### src/rtl/mem_arbiter_if.sv
// Word-addressed simple memory bus shared by the two masters and the slave.
// Handshake: the master raises re and/or any bit of we together with addr and
// wdata, and holds all of them stable until it sees ready=1 for one cycle.
// rdata is valid only in that ready cycle. There is no separate valid signal.
// A request is in progress whenever (re | |we) is high.
// Modport "master" is the side that issues requests.
// Modport "slave" is the side that answers them.
interface mem_arbiter_if #(
  parameter int AW = 30,
  parameter int DW = 32
) ();
  logic            re;
  logic [DW/8-1:0] we;
  logic [AW-1:0]   addr;
  logic [DW-1:0]   wdata;
  logic [DW-1:0]   rdata;
  logic            ready;

  modport master (output re, output we, output addr, output wdata,
                  input rdata, input ready);
  modport slave  (input re, input we, input addr, input wdata,
                  output rdata, output ready);
endinterface

### src/rtl/mem_arbiter.sv
// Two-master, one-slave arbiter for the simple memory bus.
// Port 0 (CPU) and port 1 (DMA/debug loader) share one slave.
// The granted request is registered onto the slave and held until s.ready.
// The slave's read data then goes back to the winner, registered, together
// with a one-cycle ready pulse.
// Optional feature macro: ARB_ROUND_ROBIN_EN.
//   Defined:   ties alternate through a 1-bit preferred-port pointer.
//   Undefined: fixed priority, port 0 wins every tie.
// The FSM state is exported on o_dbg_state (0=IDLE, 1=ISSUE, 2=RESP).
module mem_arbiter #(
  parameter int AW = 30,
  parameter int DW = 32
) (
  input  logic          clk,
  input  logic          reset,
  mem_arbiter_if.slave  m0,
  mem_arbiter_if.slave  m1,
  mem_arbiter_if.master s,
  output logic          busy,
  output logic          grant,
  output logic [1:0]    o_dbg_state
);

  typedef enum logic [1:0] {
    ST_IDLE  = 2'd0,
    ST_ISSUE = 2'd1,
    ST_RESP  = 2'd2
  } state_t;

  state_t          r_state;
  logic            r_s_re;
  logic [DW/8-1:0] r_s_we;
  logic [AW-1:0]   r_s_addr;
  logic [DW-1:0]   r_s_wdata;
  logic [DW-1:0]   r_m0_rdata;
  logic [DW-1:0]   r_m1_rdata;
  logic            r_m0_ready;
  logic            r_m1_ready;
  logic            r_busy;
  logic            r_grant;

  logic            w_m0_req;
  logic            w_m1_req;
  logic            w_pick;   // 1 selects port 1 when a grant is made

  assign w_m0_req = m0.re | (|m0.we);
  assign w_m1_req = m1.re | (|m1.we);

`ifdef ARB_ROUND_ROBIN_EN
  logic r_ptr;  // preferred port for the next tie

  // Ties follow the pointer; a lone requester always wins
  always_comb begin
    w_pick = ~w_m0_req;
    if (w_m0_req && w_m1_req) w_pick = r_ptr;
  end

  // After every grant, prefer the port that lost (or did not ask)
  always_ff @(posedge clk or negedge reset) begin
    if (!reset) begin
      r_ptr <= 1'b0;
    end else if (r_state == ST_IDLE && (w_m0_req || w_m1_req)) begin
      r_ptr <= ~w_pick;
    end
  end
`else
  // Fixed priority: port 1 only when port 0 is not requesting
  assign w_pick = ~w_m0_req;
`endif

  // Arbitration FSM with every bus-facing output registered
  always_ff @(posedge clk or negedge reset) begin
    if (!reset) begin
      r_state    <= ST_IDLE;
      r_s_re     <= 1'b0;
      r_s_we     <= '0;
      r_s_addr   <= '0;
      r_s_wdata  <= '0;
      r_m0_rdata <= '0;
      r_m1_rdata <= '0;
      r_m0_ready <= 1'b0;
      r_m1_ready <= 1'b0;
      r_busy     <= 1'b0;
      r_grant    <= 1'b0;
    end else begin
      case (r_state)
        ST_IDLE: begin
          if (w_m0_req || w_m1_req) begin
            r_grant   <= w_pick;
            r_s_re    <= w_pick ? m1.re    : m0.re;
            r_s_we    <= w_pick ? m1.we    : m0.we;
            r_s_addr  <= w_pick ? m1.addr  : m0.addr;
            r_s_wdata <= w_pick ? m1.wdata : m0.wdata;
            r_busy    <= 1'b1;
            r_state   <= ST_ISSUE;
          end
        end
        ST_ISSUE: begin
          // The read data register only moves on a read; writes leave it alone
          if (s.ready) begin
            if (r_s_re) begin
              if (r_grant) r_m1_rdata <= s.rdata;
              else         r_m0_rdata <= s.rdata;
            end
            r_m0_ready <= ~r_grant;
            r_m1_ready <= r_grant;
            r_s_re     <= 1'b0;
            r_s_we     <= '0;
            r_state    <= ST_RESP;
          end
        end
        ST_RESP: begin
          // Requests are not sampled here, so the winner's held request is not re-granted
          r_m0_ready <= 1'b0;
          r_m1_ready <= 1'b0;
          r_busy     <= 1'b0;
          r_state    <= ST_IDLE;
        end
        default: begin
          r_state <= ST_IDLE;
        end
      endcase
    end
  end

  assign s.re        = r_s_re;
  assign s.we        = r_s_we;
  assign s.addr      = r_s_addr;
  assign s.wdata     = r_s_wdata;
  assign m0.rdata    = r_m0_rdata;
  assign m0.ready    = r_m0_ready;
  assign m1.rdata    = r_m1_rdata;
  assign m1.ready    = r_m1_ready;
  assign busy        = r_busy;
  assign grant       = r_grant;
  assign o_dbg_state = r_state;

endmodule

### src/flat_wrapper.sv
// flat-port wrapper written by rule: the top's interface ports become plain ports
module mem_arbiter_flat 
#(
  parameter int AW = 30,
  parameter int DW = 32
)
  (clk, reset, busy, grant, o_dbg_state, m0_re, m0_we, m0_addr, m0_wdata, m0_rdata, m0_ready, m1_re, m1_we, m1_addr, m1_wdata, m1_rdata, m1_ready, s_re, s_we, s_addr, s_wdata, s_rdata, s_ready);
  mem_arbiter_if #(.AW(AW), .DW(DW)) m0_i ();
  mem_arbiter_if #(.AW(AW), .DW(DW)) m1_i ();
  mem_arbiter_if #(.AW(AW), .DW(DW)) s_i ();
  input  logic clk;
  input  logic reset;
  output logic busy;
  output logic grant;
  output logic [1:0] o_dbg_state;
  input wire logic [$bits(m0_i.re)-1:0] m0_re;
  input wire logic [$bits(m0_i.we)-1:0] m0_we;
  input wire logic [$bits(m0_i.addr)-1:0] m0_addr;
  input wire logic [$bits(m0_i.wdata)-1:0] m0_wdata;
  output wire logic [$bits(m0_i.rdata)-1:0] m0_rdata;
  output wire logic [$bits(m0_i.ready)-1:0] m0_ready;
  input wire logic [$bits(m1_i.re)-1:0] m1_re;
  input wire logic [$bits(m1_i.we)-1:0] m1_we;
  input wire logic [$bits(m1_i.addr)-1:0] m1_addr;
  input wire logic [$bits(m1_i.wdata)-1:0] m1_wdata;
  output wire logic [$bits(m1_i.rdata)-1:0] m1_rdata;
  output wire logic [$bits(m1_i.ready)-1:0] m1_ready;
  output wire logic [$bits(s_i.re)-1:0] s_re;
  output wire logic [$bits(s_i.we)-1:0] s_we;
  output wire logic [$bits(s_i.addr)-1:0] s_addr;
  output wire logic [$bits(s_i.wdata)-1:0] s_wdata;
  input wire logic [$bits(s_i.rdata)-1:0] s_rdata;
  input wire logic [$bits(s_i.ready)-1:0] s_ready;
  assign m0_i.re = m0_re;
  assign m0_i.we = m0_we;
  assign m0_i.addr = m0_addr;
  assign m0_i.wdata = m0_wdata;
  assign m0_rdata = m0_i.rdata;
  assign m0_ready = m0_i.ready;
  assign m1_i.re = m1_re;
  assign m1_i.we = m1_we;
  assign m1_i.addr = m1_addr;
  assign m1_i.wdata = m1_wdata;
  assign m1_rdata = m1_i.rdata;
  assign m1_ready = m1_i.ready;
  assign s_re = s_i.re;
  assign s_we = s_i.we;
  assign s_addr = s_i.addr;
  assign s_wdata = s_i.wdata;
  assign s_i.rdata = s_rdata;
  assign s_i.ready = s_ready;
  mem_arbiter #(.AW(AW), .DW(DW)) u_core (.clk(clk), .reset(reset), .m0(m0_i), .m1(m1_i), .s(s_i), .busy(busy), .grant(grant), .o_dbg_state(o_dbg_state));
endmodule
### config.mk
export PLATFORM = sky130hd
export DESIGN_NAME = mem_arbiter_flat
export DESIGN_NICKNAME = d
export VERILOG_FILES = /design/src/rtl/mem_arbiter_if.sv /design/src/rtl/mem_arbiter.sv /design/src/flat_wrapper.sv
export SDC_FILE = /design/constraint.sdc
export NUM_CORES = 1
export LEC_CHECK = 0
export BUFFER_PORTS_ARGS = -buffer_cell sky130_fd_sc_hd__buf_2
export CAP_MARGIN = 5
export CORE_ASPECT_RATIO = 1.25
export CORE_MARGIN = 2
export CORE_UTILIZATION = 42
export DETAILED_ROUTE_END_ITERATION = 16
export PLACE_DENSITY = 0.78
export SETUP_SLACK_MARGIN = 0.05
export SYNTH_ARGS = -nofsm -noshare
export SYNTH_HDL_FRONTEND = slang
export SYNTH_SLANG_ARGS = --single-unit
### constraint.sdc
create_clock -name clk -period 2 [get_ports clk]
set_clock_uncertainty 0.15 [all_clocks]
set_input_delay 0.2 -clock clk [delete_from_list [all_inputs] [get_ports clk]]
set_output_delay 0.2 -clock clk [all_outputs]
set_load 0.01 [all_outputs]
==> Yosys cells after proc, flatten, opt, wreduce, memory -nomap -nowiden <==
Cells that the tools add are included.
{ "word_totals": {"inputBits": 169, "out_inout_bits": 137, "regBits": 137, "word_cells": 52} }
{ "op_classes": {"reduce_logical": 14, "n_eq_ne": 4, "bitwise": 4, "n_mux": 19} }
{ "op_table": {"columns": ["operator", "n"], "rows": [
  ["32-bit two-way mux", 1],
  ["30-bit two-way mux", 1],
  ["4-bit two-way mux", 3],
  ["1-bit case mux with 2 select lines", 4],
  ["4-bit case mux with 2 select lines", 1],
  ["2-bit AND reduction", 4],
  ["4-bit AND reduction", 2],
  ["4-bit OR reduction", 2],
  ["1-bit two-way mux", 6],
  ["2-bit nonzero test", 3],
  ["2-bit two-way mux", 2],
  ["2-bit case mux with 2 select lines", 1],
  ["3-bit AND reduction", 1],
  ["2-bit by 1-bit equality test with 1-bit output, second input constant", 1],
  ["2-bit equality test, second input constant", 1],
  ["2-bit zero test", 1],
  ["2-bit by 1-bit inequality test with 1-bit output, second input constant", 1],
  ["2-bit inequality test, second input constant", 1],
  ["1-bit inverter", 2],
  ["1-bit OR", 2],
  ["1-bit logical OR", 1]
]} }

==> Longest topological paths before layout <==
{ "depth": {"depth_word": 5, "depth_mapped": 6, "depth_no_buf": 4} }

==> Least setup slack after synthesis <==
OpenSTA, ideal clock, no wires.
{ "synth_timing": {"path_type": "register to register", "start": "register u_core.r_state[1], in the netlist u_core.o_dbg_state[1]", "end": "register u_core.r_m0_rdata[0], in the netlist u_core.m0.rdata[0]", "arrival_time_ns": 1.681, "path_slack_ns": 0.044, "period_less_slack_ns": 1.956, "required_time_ns": 1.725, "setup_time_ns": 0.125, "stages_incl_launch_ff": 7, "path_buffers": 2, "path_cell_list": "dfrtp_1 > nand3b_1 > inv_1 > and3_1 > clkbuf_1 > buf_2 > mux2_2"} }
{ "synth_via": {"elab_chain_len": 2} }
{ "synth_lines": {"columns": ["element", "line", "text"], "rows": [
  ["start: declaration", "mem_arbiter.sv:30", "state_t r_state;"],
  ["start signal: assignment", "mem_arbiter.sv:74", "r_state <= ST_IDLE;"],
  ["start signal: assignment", "mem_arbiter.sv:95", "r_state <= ST_ISSUE;"],
  ["start signal: assignment", "mem_arbiter.sv:109", "r_state <= ST_RESP;"],
  ["2-bit by 1-bit equality test with 1-bit output", "mem_arbiter.sv:86", "case (r_state)"],
  ["4-bit AND reduction (no source line)", null, null],
  ["end signal: assignment", "mem_arbiter.sv:103", "else r_m0_rdata <= s.rdata;"],
  ["end: declaration", "mem_arbiter.sv:35", "logic [DW-1:0] r_m0_rdata;"]
]} }
Every way passes these cells.
A chain may end at the register's enable or synchronous reset.

==> Worst setup path in the final report <==
{ "layout_timing": {"start": "register u_core.r_state[0], in the netlist u_core.o_dbg_state[0]", "end": "register u_core.r_m1_rdata[21], in the netlist u_core.m1.rdata[21]"} }
{ "layout_via": {"elab_chain_len": 2} }
{ "layout_lines": {"columns": ["element", "line", "text"], "rows": [
  ["2-bit by 1-bit equality test with 1-bit output", "mem_arbiter.sv:86", null],
  ["4-bit AND reduction (no source line)", null, null],
  ["end signal: assignment", "mem_arbiter.sv:102", "if (r_grant) r_m1_rdata <= s.rdata;"],
  ["end: declaration", "mem_arbiter.sv:36", "logic [DW-1:0] r_m1_rdata;"]
]} }
Every way passes these cells.

==> impl_metrics.ini <==
[run_status]
status = finished clean

[timing]
whs_ns = 0.0548
rsz0062_at_grt = false
slew_headroom = 0.686
hold_viol = 0
setup_viol = 0
worstMarginPinSlew_ns = 0.471
drv_slew = 0
finalCritPeriodShare = 0.933
period_needed_ns = 1.87
max_freq_mhz = 536

[clock_network]
clockBufferDepth = 2
ctsResizeCount = 0
cts_inserted_buffers = 17
clkLatencyLatePin_ns = 0.41
cts_root_buf = clkbuf_16
cts.reportedPaths.clkPinSlew_ns = 0.06
clock-sinks = 137
cts_tree = done
htree_levels = 4

[global_routing]
grt_pass1_wl_microns = 35000
grt_pass1_vias = 6866
antenna_found_initial = 1
grt_overflow = 0
grt_max_degree = 77
grt_use_total = 0.278

[synth]
synth_commonest_cells = dfrtp_1 (137), inv_1 (70), nand2_1 (69)
synth_top_area_share = 0.541
syn-instance-count = 546
synth_top_area_cell = dfrtp_1
synth_nets = 715
yosysSeqAreaShare = 0.541
ys.flop_type = dfrtp_1
synth_most_common_cell = dfrtp_1
synth_area_per_cell_sq_um = 11.6
yosys_warnings = 0
syn_area_sq_mm = 0.00633
synthTopCellsByArea = dfrtp_1 (54%), mux2_2 (11%), o211ai_1 (7.3%)
ys_seq_elements = 137
ys_types = 30
synth_edf_count = 0
synthArstFlopShare = 1.00

[detailed_routing]
vias = 6453
drtIter0Drc = 454
routed_via_density = 5.38
antenna_left = 0
dr.pass1.iters = 4
wire_per_inst_microns = 18.8
drc = 0
wirelength_microns = 22600

[power]
p_leak_nw = 5.02
p_total_w = 0.0147
p_per_area_mw_per_mm2 = 1410
peakVddDrop_mv = 0.744

[run]
maxCapViolations = 0

[finish]
nFillCells = 942
drive_gt1_frac = 0.447
layout-area-overhead-vs-synth_pct = 64.5
finish.utilization = 0.700
fin_nets = 1175

[setup_path]
cp-start-kind = flip-flop
crit_arrival_ns = 2.00
crit_fanout = 26
crit_required_ns = 2.14
timing_worst_setup_path_type = flip-flop to flip-flop
cp-end-kind = flip-flop
r2r_slack_ns = 0.13

[floorplanning]
initial_core_util = 0.425
dieArea_sq_mm = 0.0161
rows = 50
coreArea_sq_mm = 0.0149
ios = 306
die_h_microns = 141
die_width_microns = 114

[placed_design]
portBuffers = 305
post-dp-hpwl_microns = 13100
place_congestion = 0.828

[worst_hold_path]
hold_path.class = input pin to flip-flop
==> cells by family after synthesis <==
logic type / Yosys count / synth area share
mux: 69 / 0.122
buf+inv: 117 / 0.0761
flops: 137 / 0.541
simple gates: 83 / 0.0533
compound gates: 140 / 0.208
==> cells in the final DEF (no fill, tap or decap), drive strengths merged, types with 2 or more instances in the layout <==
cell         Yosys  routed
nand2           69      69
o21ai            3       3
dfrtp          137     137
bufinv           0       4
dlygate4sd3      0     160
nand3            3       3
nor3             2       2
a22oi            2       2
mux2i            5       5
mux2            64      64
nor2             2       2
clkinv           0       2
a31oi            4       4
inv             70      72
clkinvlp         0       3
nand2b           2       2
buf             14     328
a2bb2oi          2       2
clkbuf          33      19
o211ai          63      63
o221ai          62      62
==> what timing repair did <==
item,CTS,global route
endpoints found under the hold margin,246,0
buffers inserted,0,0
hold buffers,160,0
==> routing by layer <==
layer,vias up,global-route usage,part of all wire
met2,366,0.490,0.51
li1,2902,-,-
met3,102,0.0863,0.078
met5,-,0,0
met4,0,0.157,0.052
met1,3083,0.294,0.36
==> worst paths after layout <==
path                                            start             endpoint  depth (start not counted)
max in group asynchronous                       reset   u_core.m1.rdata[6]                          3
min in group asynchronous                       reset  u_core.m1.rdata[22]                          2
worst min-delay path                         m0_we[2]       u_core.s.we[2]                          3
worst max register to register  u_core.o_dbg_state[0]  u_core.m1.rdata[21]                          5
worst min register to register     u_core.m1.rdata[5]   u_core.m1.rdata[5]                          1
worst max-delay path            u_core.o_dbg_state[0]  u_core.m1.rdata[21]                          5
==> critical path, cell delays in order, from the launching register on <==
cell and delay (ns):
dfrtp_1 0.47, nand3b_1 0.17, inv_1 0.08, nand3_1 0.11
buf_4 0.36, mux2_2 0.40
==> stage by stage <==
stage	std cells	cell area, sq um	setup WS (ns)	TNS, ns
floorplan	546	6330	0.0440	0
global placement	1009	8200	-0.000698	-0.000698
detailed placement	1009	8200	-0.0454	-0.0550
CTS	1199	10400	0.155	0
global route	1199	10400	0.0584	0
finish	1200	10400	0.134	0
==> power breakdown <==
| part | leakage (nW) | total (W) | switching (W) | internal, W |
|---|---|---|---|---|
| logic | 3.06 | 0.00642 | 0.00343 | 0.00299 |
| clock network | 0.292 | 0.00328 | 0.00117 | 0.00211 |
| registers | 1.67 | 0.00496 | 0.000806 | 0.00415 |
==> sequential cells by signal (all words and copies together) (netlist names) <==
name                cells
u_core.busy             1
u_core.grant            1
u_core.m0.rdata        32
u_core.m0.ready         1
u_core.m1.rdata        32
u_core.m1.ready         1
u_core.o_dbg_state      2
u_core.s.addr          30
u_core.s.re             1
u_core.s.wdata         32
u_core.s.we             4
==> area by class of cell <==
class | instances | area, sq um | area share
Timing Repair Buffer | 488 | 3440 | 0.331
Sequential cell | 137 | 3430 | 0.329
Multi-Input combinational cell | 292 | 2440 | 0.234
Clock buffer | 19 | 443 | 0.0425
Inverter | 70 | 263 | 0.0252
Tap cell | 182 | 228 | 0.0219
Clock inverter | 11 | 170 | 0.0163
Antenna cell | 1 | 2.50 | 0.000240
Note: power is estimated with default switching activity, not from simulation.
